### src/rtl/cnn_frame_loader.sv
// Host byte stream to CNN core loader: sequences one weight set, then 8x8 image
// frames, waiting for the core result flag between frames.
module cnn_frame_loader #(
    parameter int W_BYTES     = 54,
    parameter int D_BYTES     = 64,
    parameter int RES_TIMEOUT = 255
) (
    input  logic       clk,
    input  logic       rst,
    input  logic       s_valid,
    input  logic [7:0] s_data,
    output logic       s_ready,
    input  logic       reload_w,
    input  logic       res_flag,
    output logic       mode,
    output logic [7:0] din,
    output logic       ram_en,
    output logic       weights_ok,
    output logic       busy,
    output logic [7:0] frame_cnt,
    output logic       err_timeout
);

    // state      | meaning
    // S_IDLE     | one-cycle decision point: weights if reload pending, else image
    // S_LOAD_W   | streaming W_BYTES into weight RAM (mode=1)
    // S_LOAD_D   | streaming D_BYTES into data RAM (mode=0)
    // S_WAIT_RES | image in flight, waiting for res_flag or timeout
    localparam int CNT_MAX = (W_BYTES > D_BYTES) ? W_BYTES : D_BYTES;
    localparam int CW      = $clog2(CNT_MAX + 1);
    localparam int TW      = $clog2(RES_TIMEOUT + 1);

    typedef enum logic [1:0] {
        S_IDLE     = 2'd0,
        S_LOAD_W   = 2'd1,
        S_LOAD_D   = 2'd2,
        S_WAIT_RES = 2'd3
    } state_t;

    state_t          r_state;
    state_t          w_next;
    logic [CW-1:0]   r_cnt;
    logic [TW-1:0]   r_tmo;
    logic            r_pend;
    logic            r_mode;
    logic [7:0]      r_din;
    logic            r_ram_en;
    logic            r_weights_ok;
    logic [7:0]      r_frame_cnt;
    logic            r_err;

    logic            w_ready;
    logic            w_busy;
    logic            w_hs;
    logic            w_last_w;
    logic            w_last_d;
    logic            w_tmo_hit;

    assign w_hs      = s_valid && w_ready;
    assign w_last_w  = (r_state == S_LOAD_W) && w_hs && (r_cnt == CW'(W_BYTES - 1));
    assign w_last_d  = (r_state == S_LOAD_D) && w_hs && (r_cnt == CW'(D_BYTES - 1));
    assign w_tmo_hit = (r_state == S_WAIT_RES) && (r_tmo == TW'(RES_TIMEOUT - 1));

    always_ff @(posedge clk) begin
        if (rst) begin
            r_state <= S_IDLE;
        end else begin
            r_state <= w_next;
        end
    end

    always_comb begin
        w_next = r_state;
        case (r_state)
            S_IDLE:     w_next = r_pend ? S_LOAD_W : S_LOAD_D;
            S_LOAD_W:   if (w_last_w) w_next = S_IDLE;
            S_LOAD_D:   if (w_last_d) w_next = S_WAIT_RES;
            S_WAIT_RES: if (res_flag || w_tmo_hit) w_next = S_IDLE;
            default:    w_next = S_IDLE;
        endcase
    end

    always_comb begin
        w_ready = (r_state == S_LOAD_W) || (r_state == S_LOAD_D);
        w_busy  = (r_state != S_IDLE);
    end

    always_ff @(posedge clk) begin
        if (rst) begin
            r_cnt        <= '0;
            r_tmo        <= '0;
            r_pend       <= 1'b1;
            r_mode       <= 1'b0;
            r_din        <= 8'd0;
            r_ram_en     <= 1'b0;
            r_weights_ok <= 1'b0;
            r_frame_cnt  <= 8'd0;
            r_err        <= 1'b0;
        end else begin
            r_ram_en <= w_hs;
            if (w_hs) begin
                r_din  <= s_data;
                r_mode <= (r_state == S_LOAD_W);
            end

            if (w_last_w || w_last_d) begin
                r_cnt <= '0;
            end else if (w_hs) begin
                r_cnt <= r_cnt + CW'(1);
            end

            if ((r_state == S_WAIT_RES) && (w_next == S_WAIT_RES)) begin
                r_tmo <= r_tmo + TW'(1);
            end else begin
                r_tmo <= '0;
            end

            // a request during a weight load is redundant; completion clears it
            if (w_last_w) begin
                r_pend <= 1'b0;
            end else if (reload_w && (r_state != S_LOAD_W)) begin
                r_pend <= 1'b1;
            end

            if ((r_state == S_IDLE) && (w_next == S_LOAD_W)) begin
                r_weights_ok <= 1'b0;
            end else if (w_last_w) begin
                r_weights_ok <= 1'b1;
            end

            // res_flag wins over a coincident timeout
            if ((r_state == S_WAIT_RES) && res_flag) begin
                r_frame_cnt <= r_frame_cnt + 8'd1;
            end else if (w_tmo_hit) begin
                r_err <= 1'b1;
            end
        end
    end

    assign s_ready     = w_ready;
    assign busy        = w_busy;
    assign mode        = r_mode;
    assign din         = r_din;
    assign ram_en      = r_ram_en;
    assign weights_ok  = r_weights_ok;
    assign frame_cnt   = r_frame_cnt;
    assign err_timeout = r_err;

endmodule
### config.mk
export PLATFORM = sky130hd
export DESIGN_NAME = cnn_frame_loader
export DESIGN_NICKNAME = d
export VERILOG_FILES = /design/src/rtl/cnn_frame_loader.sv
export SDC_FILE = /design/constraint.sdc
export NUM_CORES = 1
export LEC_CHECK = 0
export CAP_MARGIN = 25
export CORE_MARGIN = 8
export CORE_UTILIZATION = 45
export DETAILED_ROUTE_END_ITERATION = 7
export PLACE_DENSITY = 0.85
export SLEW_MARGIN = 30
export SYNTH_ARGS = -nofsm -noshare
export SYNTH_HDL_FRONTEND = slang
export SYNTH_SLANG_ARGS = --single-unit
### constraint.sdc
create_clock -name clk -period 1.5 [get_ports clk]
set_clock_uncertainty 0.05 [all_clocks]
set_input_delay 0.3 -clock clk [delete_from_list [all_inputs] [get_ports clk]]
set_output_delay 0.3 -clock clk [all_outputs]
set_load 0.02 [all_outputs]
==> flow_metrics.env, run 1 <==
export IMPL_wl_met3_um=252
export IMPL_p_seq_frac=0.423
export IMPL_dp_worst_setup_slack_ns=-0.3420
export IMPL_crit_type="register to register"
export IMPL_path_cells="inv_2 > ha_4 > and4_4 > a41o_4 > nor2_4 > a2111oi_4"
export IMPL_syn_area_per_cell_sq_um=9.040
export IMPL_synth_edf_count=0
export IMPL_internal_power_mw=1.915
export IMPL_wl_met2_um=2137
export IMPL_slowest_stage="dfxtp_2"
export IMPL_portBuffers=34
export IMPL_vias=1559
export IMPL_core_area_sq_um=3689
export IMPL_worst_setup_path_end_kind="register"
export IMPL_slew_violations=0
export IMPL_setup_viol_count_final=19
export IMPL_root_buffer="clkbuf_8"
export IMPL_timing_final_ws_setup_ns=-0.09785
export IMPL_yosysWarnings=0
export IMPL_cp_max_fo=4
export IMPL_cap_viol_max_count=0
export IMPL_track_usage=0.1456
export IMPL_relSlewSlack=0.7647
export IMPL_violations="negative setup slack"
export IMPL_ir_drop_v=0.0007879
export IMPL_antenna_found_initial=0
export IMPL_top_layer_used="met4"
export IMPL_grt_ovfl_total=0
export IMPL_syn_nets=213
export IMPL_critPathMaxStageDelay_ns=0.34
export IMPL_synth_top_flop_cell="dfxtp_1"
export IMPL_grt_pass1_vias=1675
export IMPL_diodes=0
export IMPL_drive_gt1_frac=0.2896
export IMPL_yosysUniqueCellTypes=39
export IMPL_via_per_inst=5.078
export IMPL_hold_violations=0
export IMPL_finalPower_mw=2.483
export IMPL_async_flop_share=0
export IMPL_boundaryPins=35
export IMPL_ant_nets=0
export IMPL_h_tree_depth=2
export IMPL_leakage_nw=1.063
export IMPL_fp_dieH_um=77.95
export IMPL_cts_buffers=5
export IMPL_wl_met1_um=1840
export IMPL_ys_seq_area_frac=0.4406
export IMPL_post_route_period_util=1.065
export IMPL_clock_latency_ns=0.30
export IMPL_p_comb_frac=0.139
export IMPL_fmax_mhz=625.8
export IMPL_p_switching_mw=0.5676
export IMPL_clk_path_buf_depth=2
export IMPL_drc=0
export IMPL_power_density_nw_per_um2=955.9
export IMPL_drtPass1Iterations=4
export IMPL_hp_class="register to register"
export IMPL_clkSlewWorstSetupHoldPaths_ns=0.08
export IMPL_crit_family="compound AO/OA/AOI/OAI gates"
export IMPL_required_ns=1.65
export IMPL_cts_tree="built"
export IMPL_fin_crit_ns=1.598
export IMPL_rsz0062_at_grt="true"
export IMPL_dieArea_sq_um=6075
export IMPL_syn_cell_area_sq_um=1727
export IMPL_wl_um=4364
export IMPL_cts_hold_buf=0
export IMPL_dp_hpwl_um=2981
export IMPL_wire_per_inst_um=14.21
export IMPL_grt_max_degree=19
export IMPL_syn_inst=191
export IMPL_place_gp_congestion=0.8776
export IMPL_synth_seq_cells=38
export IMPL_start_kind="register"
export IMPL_areaGrowthSynthToFinish_pct=50.43
export IMPL_status="complete, but fails checks"
export IMPL_cp_num_buf_inv=1
export IMPL_tightest_slew_ns=0.3522
export IMPL_cts_sinks=38
export IMPL_die_w_um=77.95
export IMPL_nNetsFinal=280
export IMPL_row_count=22
export IMPL_start_util=0.4681
export IMPL_drt_iter0_markers=159
export IMPL_grt_pass1_wl_um=7265
export IMPL_switching_share=0.2286
export IMPL_cp_data_arrival_time_ns=1.74
export IMPL_clockPowerShare=0.438
export IMPL_fin_tns_setup_ns=-1.151
[power by group through the flow]
stage	Clock [mW]	Sequential [mW]	Combinational (mW)
finish	1.09	1.05	0.346
global route	1.16	1.05	0.374
CTS	1.11	1.05	0.339
detailed placement	0	1.07	0.343
global placement	0	1.07	0.336
floorplan	0	1.09	0.159
[worst reg2reg max path, cell delays in order (launching register included)]
cell and delay [ns]:
dfxtp_2 0.34, inv_2 0.05, ha_4 0.29, and4_4 0.24
a41o_4 0.23, nor2_4 0.04, a2111oi_4 0.25
[cells by family after synthesis]
group	Yosys count	share of synthesized area
simple gates	88	0.2478
flops	38	0.4406
compound gates	27	0.1333
xor+xnor	17	0.08623
buf+inv	12	0.02681
fa+ha+maj	9	0.06522
[cell usage in the layout (no fill, tap or decap), drive strengths merged, types with 2 or more instances in the layout]
cell type      instances
dfxtp                 38
buf                   33
nand2                 29
nor2                  23
dlygate4sd2           20
a21oi                 15
clkdlybuf4s50         12
xor2                  11
ha                     9
nor3                   8
nand3                  8
inv                    7
xnor2                  6
clkbuf                 6
nand4                  4
and3                   3
or3                    3
a31oi                  2
o21ai                  2
bufinv                 2
and4                   2
a2111oi                2
[routing by layer]
| layer | vias up | GRT usage |
|---|---|---|
| li1 | 785 | - |
| met1 | 715 | 0.1509 |
| met2 | 47 | 0.2573 |
| met3 | 12 | 0.04493 |
| met4 | 0 | 0.07778 |
| met5 | - | 0 |
[final cells by class]
type / count / area [sq um]
inverter: 7 / 26.28
clock inverter: 2 / 60.06
timing repair buffer: 65 / 558.0
fill: 288 / 1091
sequential: 38 / 765.7
clock buffer: 6 / 82.58
tap: 48 / 60.06
multi-input combinational: 141 / 1045
[cell usage after synthesis, types with 2 or more instances]
cell      instances  area, sq um
dfxtp_1          38        760.7
xnor2_1           6        52.55
a21oi_1          13        65.06
xor2_1           11        96.34
a21oi_2           2        17.52
a31oi_1           2        12.51
nand2_1          29        108.9
nor3_1            8        40.04
o21ai_0           2        10.01
nor2_1           22        82.58
nand3_1           7        35.03
nand4_1           4        25.02
inv_1             7        26.28
ha_1              9        112.6
and3_1            3        18.77
or3_1             3        18.77
clkbuf_1          3        11.26
[path summary, 6_finish.rpt]
| path | start | to | slack [ns] | cells after the start |
|---|---|---|---|---|
| worst max-delay path | r_state[0] | r_state[0] | -0.1 | 6 |
| worst min-delay path | din[5] | din[5] | 0.40 | 2 |
| worst max register to register | r_state[0] | r_state[0] | -0.1 | 6 |
| worst min register to register | din[5] | din[5] | 0.40 | 2 |
[registers in the layout (all words and copies together), names as in the netlist, 2 cells and up]
register,flops
r_tmo,8
frame_cnt,8
din,8
r_state,2
r_cnt,7
[timing repair]
action | 4_1_cts | 5_1_grt
resized for setup | 41 | 11
pin swaps | 7 | 9
setup buffers | 1 | 0
setup endpoints to repair | 42 | 24
[stage by stage]
step	utilization	std cells	hold WS (ns)	area, sq um
2_1_floorplan	-	191	0.3232	1762
3_3_place_gp	0.6442	298	0.3888	2376
3_5_place_dp	0.6442	298	0.3961	2376
4_1_cts	0.6917	307	0.4046	2551
5_1_grt	0.7042	307	0.4308	2597
6_report	0.7042	307	0.4006	2597
No activity file was read; power rests on OpenSTA's default activity.
==> run 2: changes to the inputs <==
--- a/config.mk
+++ b/config.mk
@@ -10,4 +10,5 @@
 export CORE_UTILIZATION = 45
 export DETAILED_ROUTE_END_ITERATION = 7
+export GPL_TIMING_DRIVEN = 0
 export PLACE_DENSITY = 0.85
 export SLEW_MARGIN = 30
--- a/constraint.sdc
+++ b/constraint.sdc
@@ -3,3 +3,3 @@
 set_input_delay 0.3 -clock clk [delete_from_list [all_inputs] [get_ports clk]]
 set_output_delay 0.3 -clock clk [all_outputs]
-set_load 0.02 [all_outputs]
+set_load 0.05 [all_outputs]
==> run 2 against run 1 <==
Effect of this change: the run still ends with negative setup slack left; power is 10% lower; sequential power hardly changed; critical path depth is 1 higher; register-to-register slack worse by 0.07 ns; global-route usage is 1.6 points lower; clock-buffer cell count stayed put; die area stayed put; highest routed layer unchanged.
==> flow_metrics.env, run 2 (synthesis results as in run 1) <==
export IMPL_status="complete, but fails checks"
export IMPL_violations="negative setup slack"
export IMPL_drive_gt1_frac=0.3416
export IMPL_wire_per_inst_um=15.29
export IMPL_hp_class="register to register"
export IMPL_crit_type="register to register"
export IMPL_cts_tree="built"
export IMPL_cp_max_fo=5
export IMPL_clock_latency_ns=0.29
export IMPL_drtPass1Iterations=4
export IMPL_fmax_mhz=598.3
export IMPL_leakage_nw=0.8668
export IMPL_die_w_um=77.95
export IMPL_clkSlewWorstSetupHoldPaths_ns=0.07
export IMPL_diodes=0
export IMPL_start_util=0.4681
export IMPL_grt_pass1_vias=1414
export IMPL_cp_num_buf_inv=2
export IMPL_final_cell_mix="dfxtp_1, nand2_1, nor2_1"
export IMPL_grt_pass1_wl_um=6465
export IMPL_layout_commonest_cell="dfxtp_1"
export IMPL_r2r_setup_slack_ns=-0.17
export IMPL_core_area_sq_um=3689
export IMPL_cts_hold_buf=0
export IMPL_slew_violations=0
export IMPL_hold_violations=0
export IMPL_post_route_period_util=1.114
export IMPL_relSlewSlack=0.6345
export IMPL_grt_ovfl_total=0
export IMPL_cp_data_arrival_time_ns=1.81
export IMPL_setup_viol_count_final=21
export IMPL_row_count=22
export IMPL_ir_drop_v=0.0008759
export IMPL_worst_setup_path_end_kind="register"
export IMPL_dp_cells=273
export IMPL_wl_um=4448
export IMPL_dieArea_sq_um=6075
export IMPL_cts_buffers=5
export IMPL_dp_worst_setup_slack_ns=-0.5133
export IMPL_drc=0
export IMPL_cts_sinks=38
export IMPL_boundaryPins=35
export IMPL_clk_path_buf_depth=2
export IMPL_required_ns=1.64
export IMPL_root_buffer="clkbuf_8"
export IMPL_drt_iter0_markers=154
export IMPL_fp_dieH_um=77.95
export IMPL_fin_util=0.6720
export IMPL_vias=1531
export IMPL_portBuffers=34
export IMPL_cap_viol_max_count=0
export IMPL_track_usage=0.1299
export IMPL_power_density_nw_per_um2=897.3
export IMPL_slowest_stage="dfxtp_4"
export IMPL_place_gp_congestion=0.8031
export IMPL_rsz0062_at_grt="true"
export IMPL_timing_final_ws_setup_ns=-0.1715
export IMPL_crit_family="compound AO/OA/AOI/OAI gates"
export IMPL_areaGrowthSynthToFinish_pct=43.55
export IMPL_final_cells=291
export IMPL_fin_crit_ns=1.672
export IMPL_tightest_slew_ns=0.5482
export IMPL_nNetsFinal=264
export IMPL_start_kind="register"
export IMPL_fin_tns_setup_ns=-2.201
export IMPL_dp_hpwl_um=2685
export IMPL_path_cells="inv_4 > buf_4 > ha_4 > nor2_4 > a41oi_4 > a21oi_4 > a2111oi_4"
export IMPL_h_tree_depth=2
export IMPL_critPathMaxStageDelay_ns=0.37
export IMPL_via_per_inst=5.261
export IMPL_ant_nets=0
export IMPL_grt_max_degree=13
export IMPL_antenna_found_initial=0
==> run 2: path summary, 6_finish.rpt <==
check	start	end	cells past startpoint
setup / recovery	r_state[0]	r_state[0]	7
hold / removal	din[0]	din[0]	2
setup reg to reg	r_state[0]	r_state[0]	7
hold reg to reg	din[0]	din[0]	2
==> run 2: per-layer routing <==
metal,GRT usage,part of all wire
met5,0,0
met4,0.05185,0.012
met3,0.05645,0.064
met2,0.2080,0.51
met1,0.1488,0.42
==> run 2: cell type report <==
| type | instances | area [sq um] |
|---|---|---|
| clock buffer | 6 | 82.58 |
| timing repair buffer | 45 | 411.6 |
| buffer | 4 | 25.02 |
| inverter | 7 | 31.28 |
| clock inverter | 2 | 12.51 |
| multi-input combinational | 141 | 1082 |
| sequential | 38 | 773.2 |
| fill | 286 | 1210 |
| tap | 48 | 60.06 |
==> run 2: report_power, final <==
group          internal, mW  switching, mW  leakage [nW]
clock network         0.369          0.367        0.0472
registers              1.04         0.0239         0.311
logic                 0.187          0.240         0.508
==> run 2: timing repair <==
item                       CTS  global route
resized for setup           77            36
pin swaps                    8            10
setup endpoints to repair   52            33
setup buffers                4             7
cloned                       0             0
==> run 2: metrics by stage <==
| stage | power [mW] | area (sq um) | hold WS, ns |
|---|---|---|---|
| floorplan | 1.308 | 1765 | 0.3232 |
| CTS | 2.161 | 2347 | 0.4074 |
| detailed placement | 1.418 | 2166 | 0.3963 |
| global placement | 1.414 | 2166 | 0.3916 |
| finish | 2.224 | 2479 | 0.4035 |
| global route | 2.322 | 2479 | 0.4457 |
==> run 2: worst register-to-register path, cell delays in order, from the launching register on <==
cell and delay [ns]:
dfxtp_4 0.37, inv_4 0.07, buf_4 0.12, ha_4 0.18, nor2_4 0.06, a41oi_4 0.32
a21oi_4 0.08, a2111oi_4 0.33
==> run 3: changes to the inputs <==
- CORE_UTILIZATION: 45 -> 38
- PLACE_DENSITY: 0.85 -> 0.75
- TNS_END_PERCENT: unset -> 30
==> run 3 against run 2 <==
Effect of this change: the run still ends with negative setup slack left; sequential power is essentially flat; register-to-register slack improved by 0.04 ns; routed wire length is 13% lower; flip-flop and latch count unchanged; design area decreased by 3.7%; largest cell class unchanged; highest routed layer unchanged.
==> flow_metrics.env, run 3 (synthesis results as in run 1) <==
export IMPL_wl_um=3855
export IMPL_post_route_period_util=1.090
export IMPL_fin_util=0.5483
export IMPL_clockPowerShare=0.423
export IMPL_switching_share=0.2517
export IMPL_core_area_sq_um=4354
export IMPL_crit_type="register to register"
export IMPL_start_kind="register"
export IMPL_diodes=0
export IMPL_drt_iter0_markers=68
export IMPL_power_density_nw_per_um2=1039
export IMPL_fp_dieH_um=83.41
export IMPL_worst_setup_path_end_kind="register"
export IMPL_vias=1423
export IMPL_clock_latency_ns=0.30
export IMPL_track_usage=0.1119
export IMPL_cts_sinks=38
export IMPL_cp_max_fo=8
export IMPL_fin_tns_setup_ns=-1.819
export IMPL_p_switching_mw=0.6245
export IMPL_p_seq_frac=0.425
export IMPL_violations="negative setup slack"
export IMPL_grt_pass1_vias=1465
export IMPL_slew_violations=0
export IMPL_cap_viol_max_count=0
export IMPL_path_cells="inv_4 > ha_4 > and4_4 > a41o_4 > o2111ai_4 > nor2_1"
export IMPL_clkSlewWorstSetupHoldPaths_ns=0.07
export IMPL_wire_per_inst_um=13.43
export IMPL_p_comb_frac=0.151
export IMPL_grt_max_degree=14
export IMPL_timing_final_ws_setup_ns=-0.1345
export IMPL_hp_class="register to register"
export IMPL_slowest_stage="dfxtp_4"
export IMPL_leakage_nw=0.8354
export IMPL_cp_data_arrival_time_ns=1.82
export IMPL_fin_crit_ns=1.634
export IMPL_setup_viol_count_final=18
export IMPL_via_per_inst=4.958
export IMPL_layout_commonest_cell="dfxtp_1"
export IMPL_die_w_um=83.41
export IMPL_critPathMaxStageDelay_ns=0.38
export IMPL_grt_ovfl_total=0
export IMPL_final_cell_mix="dfxtp_1, nand2_1, nor2_1"
export IMPL_row_count=24
export IMPL_cts_buffers=5
export IMPL_portBuffers=34
export IMPL_ir_drop_v=0.0006335
export IMPL_cts_tree="built"
export IMPL_clk_path_buf_depth=2
export IMPL_min_delay_path_depth=2
export IMPL_start_util=0.3966
export IMPL_boundaryPins=35
export IMPL_place_gp_congestion=0.7400
export IMPL_internal_power_mw=1.856
export IMPL_hold_violations=0
export IMPL_grt_pass1_wl_um=6506
export IMPL_areaGrowthSynthToFinish_pct=38.26
export IMPL_nNetsFinal=256
export IMPL_dieArea_sq_um=6956
export IMPL_fmax_mhz=611.8
export IMPL_drive_gt1_frac=0.2681
export IMPL_relSlewSlack=0.6556
export IMPL_hold_ws_ns=0.4049
export IMPL_root_buffer="clkbuf_8"
export IMPL_drc=0
export IMPL_drtPass1Iterations=4
export IMPL_ant_nets=0
export IMPL_tightest_slew_ns=0.5166
export IMPL_dp_hpwl_um=2733
export IMPL_cts_hold_buf=0
export IMPL_rsz0062_at_grt="true"
export IMPL_status="complete, but fails checks"
export IMPL_required_ns=1.68
export IMPL_r2r_cells=6
export IMPL_antenna_found_initial=0
export IMPL_h_tree_depth=2
-- run 3: power by group through the flow --
stage / Sequential (mW) / Clock (mW) / Combinational [mW]
finish: 1.05 / 1.05 / 0.376
global route: 1.06 / 1.12 / 0.403
CTS: 1.06 / 1.07 / 0.360
detailed placement: 1.08 / 0 / 0.339
global placement: 1.08 / 0 / 0.336
floorplan: 1.13 / 0 / 0.178
-- run 3: timing repair --
item                       in CTS  in global routing
cloned                          0                  0
gates resized for setup        79                 28
setup endpoints to repair      57                 40
pin swaps                       4                  7
buffers inserted                2                  0
-- run 3: layer usage --
metal | GRT usage | vias up | wire length, um
met5 | 0 | - | 0
met2 | 0.1909 | 26 | 1890
met4 | 0.04792 | 0 | 44
li1 | - | 742 | -
met1 | 0.1212 | 650 | 1715
met3 | 0.04004 | 5 | 203
-- run 3: critical path: cells and delay by family, from the launching register on --
kind            cells  cell delay, ns
simple gates        2            0.37
flops               1            0.38
compound gates      2            0.45
buf+inv             1            0.04
fa+ha+maj           1            0.27
-- run 3: final timing paths --
kind | slack [ns] | end | startpoint
setup / recovery | -0.13 | r_tmo[1] | r_state[0]
hold / removal | 0.40 | din[5] | din[5]
setup reg to reg | -0.13 | r_tmo[1] | r_state[0]
hold reg to reg | 0.40 | din[5] | din[5]
-- run 3: cell type report --
| cell class | instances | area (sq um) |
|---|---|---|
| Fill cell | 407 | 1967 |
| Multi-Input combinational cell | 141 | 1006 |
| Sequential cell | 38 | 770.7 |
| Timing Repair Buffer | 36 | 340.3 |
| Clock buffer | 5 | 68.82 |
| Clock inverter | 3 | 68.82 |
| Tap cell | 52 | 65.06 |
| Buffer | 5 | 36.28 |
| Inverter | 7 | 31.28 |
-- run 3: stage by stage --
stage / worst slack, ns / instances / power (mW) / area (sq um)
floorplan: -0.1937 / 191 / 1.306 / 1758
global placement: -0.5163 / 277 / 1.413 / 2163
detailed placement: -0.5231 / 277 / 1.417 / 2163
CTS: -0.1511 / 287 / 2.484 / 2365
global route: -0.2356 / 287 / 2.580 / 2387
finish: -0.1345 / 287 / 2.481 / 2387
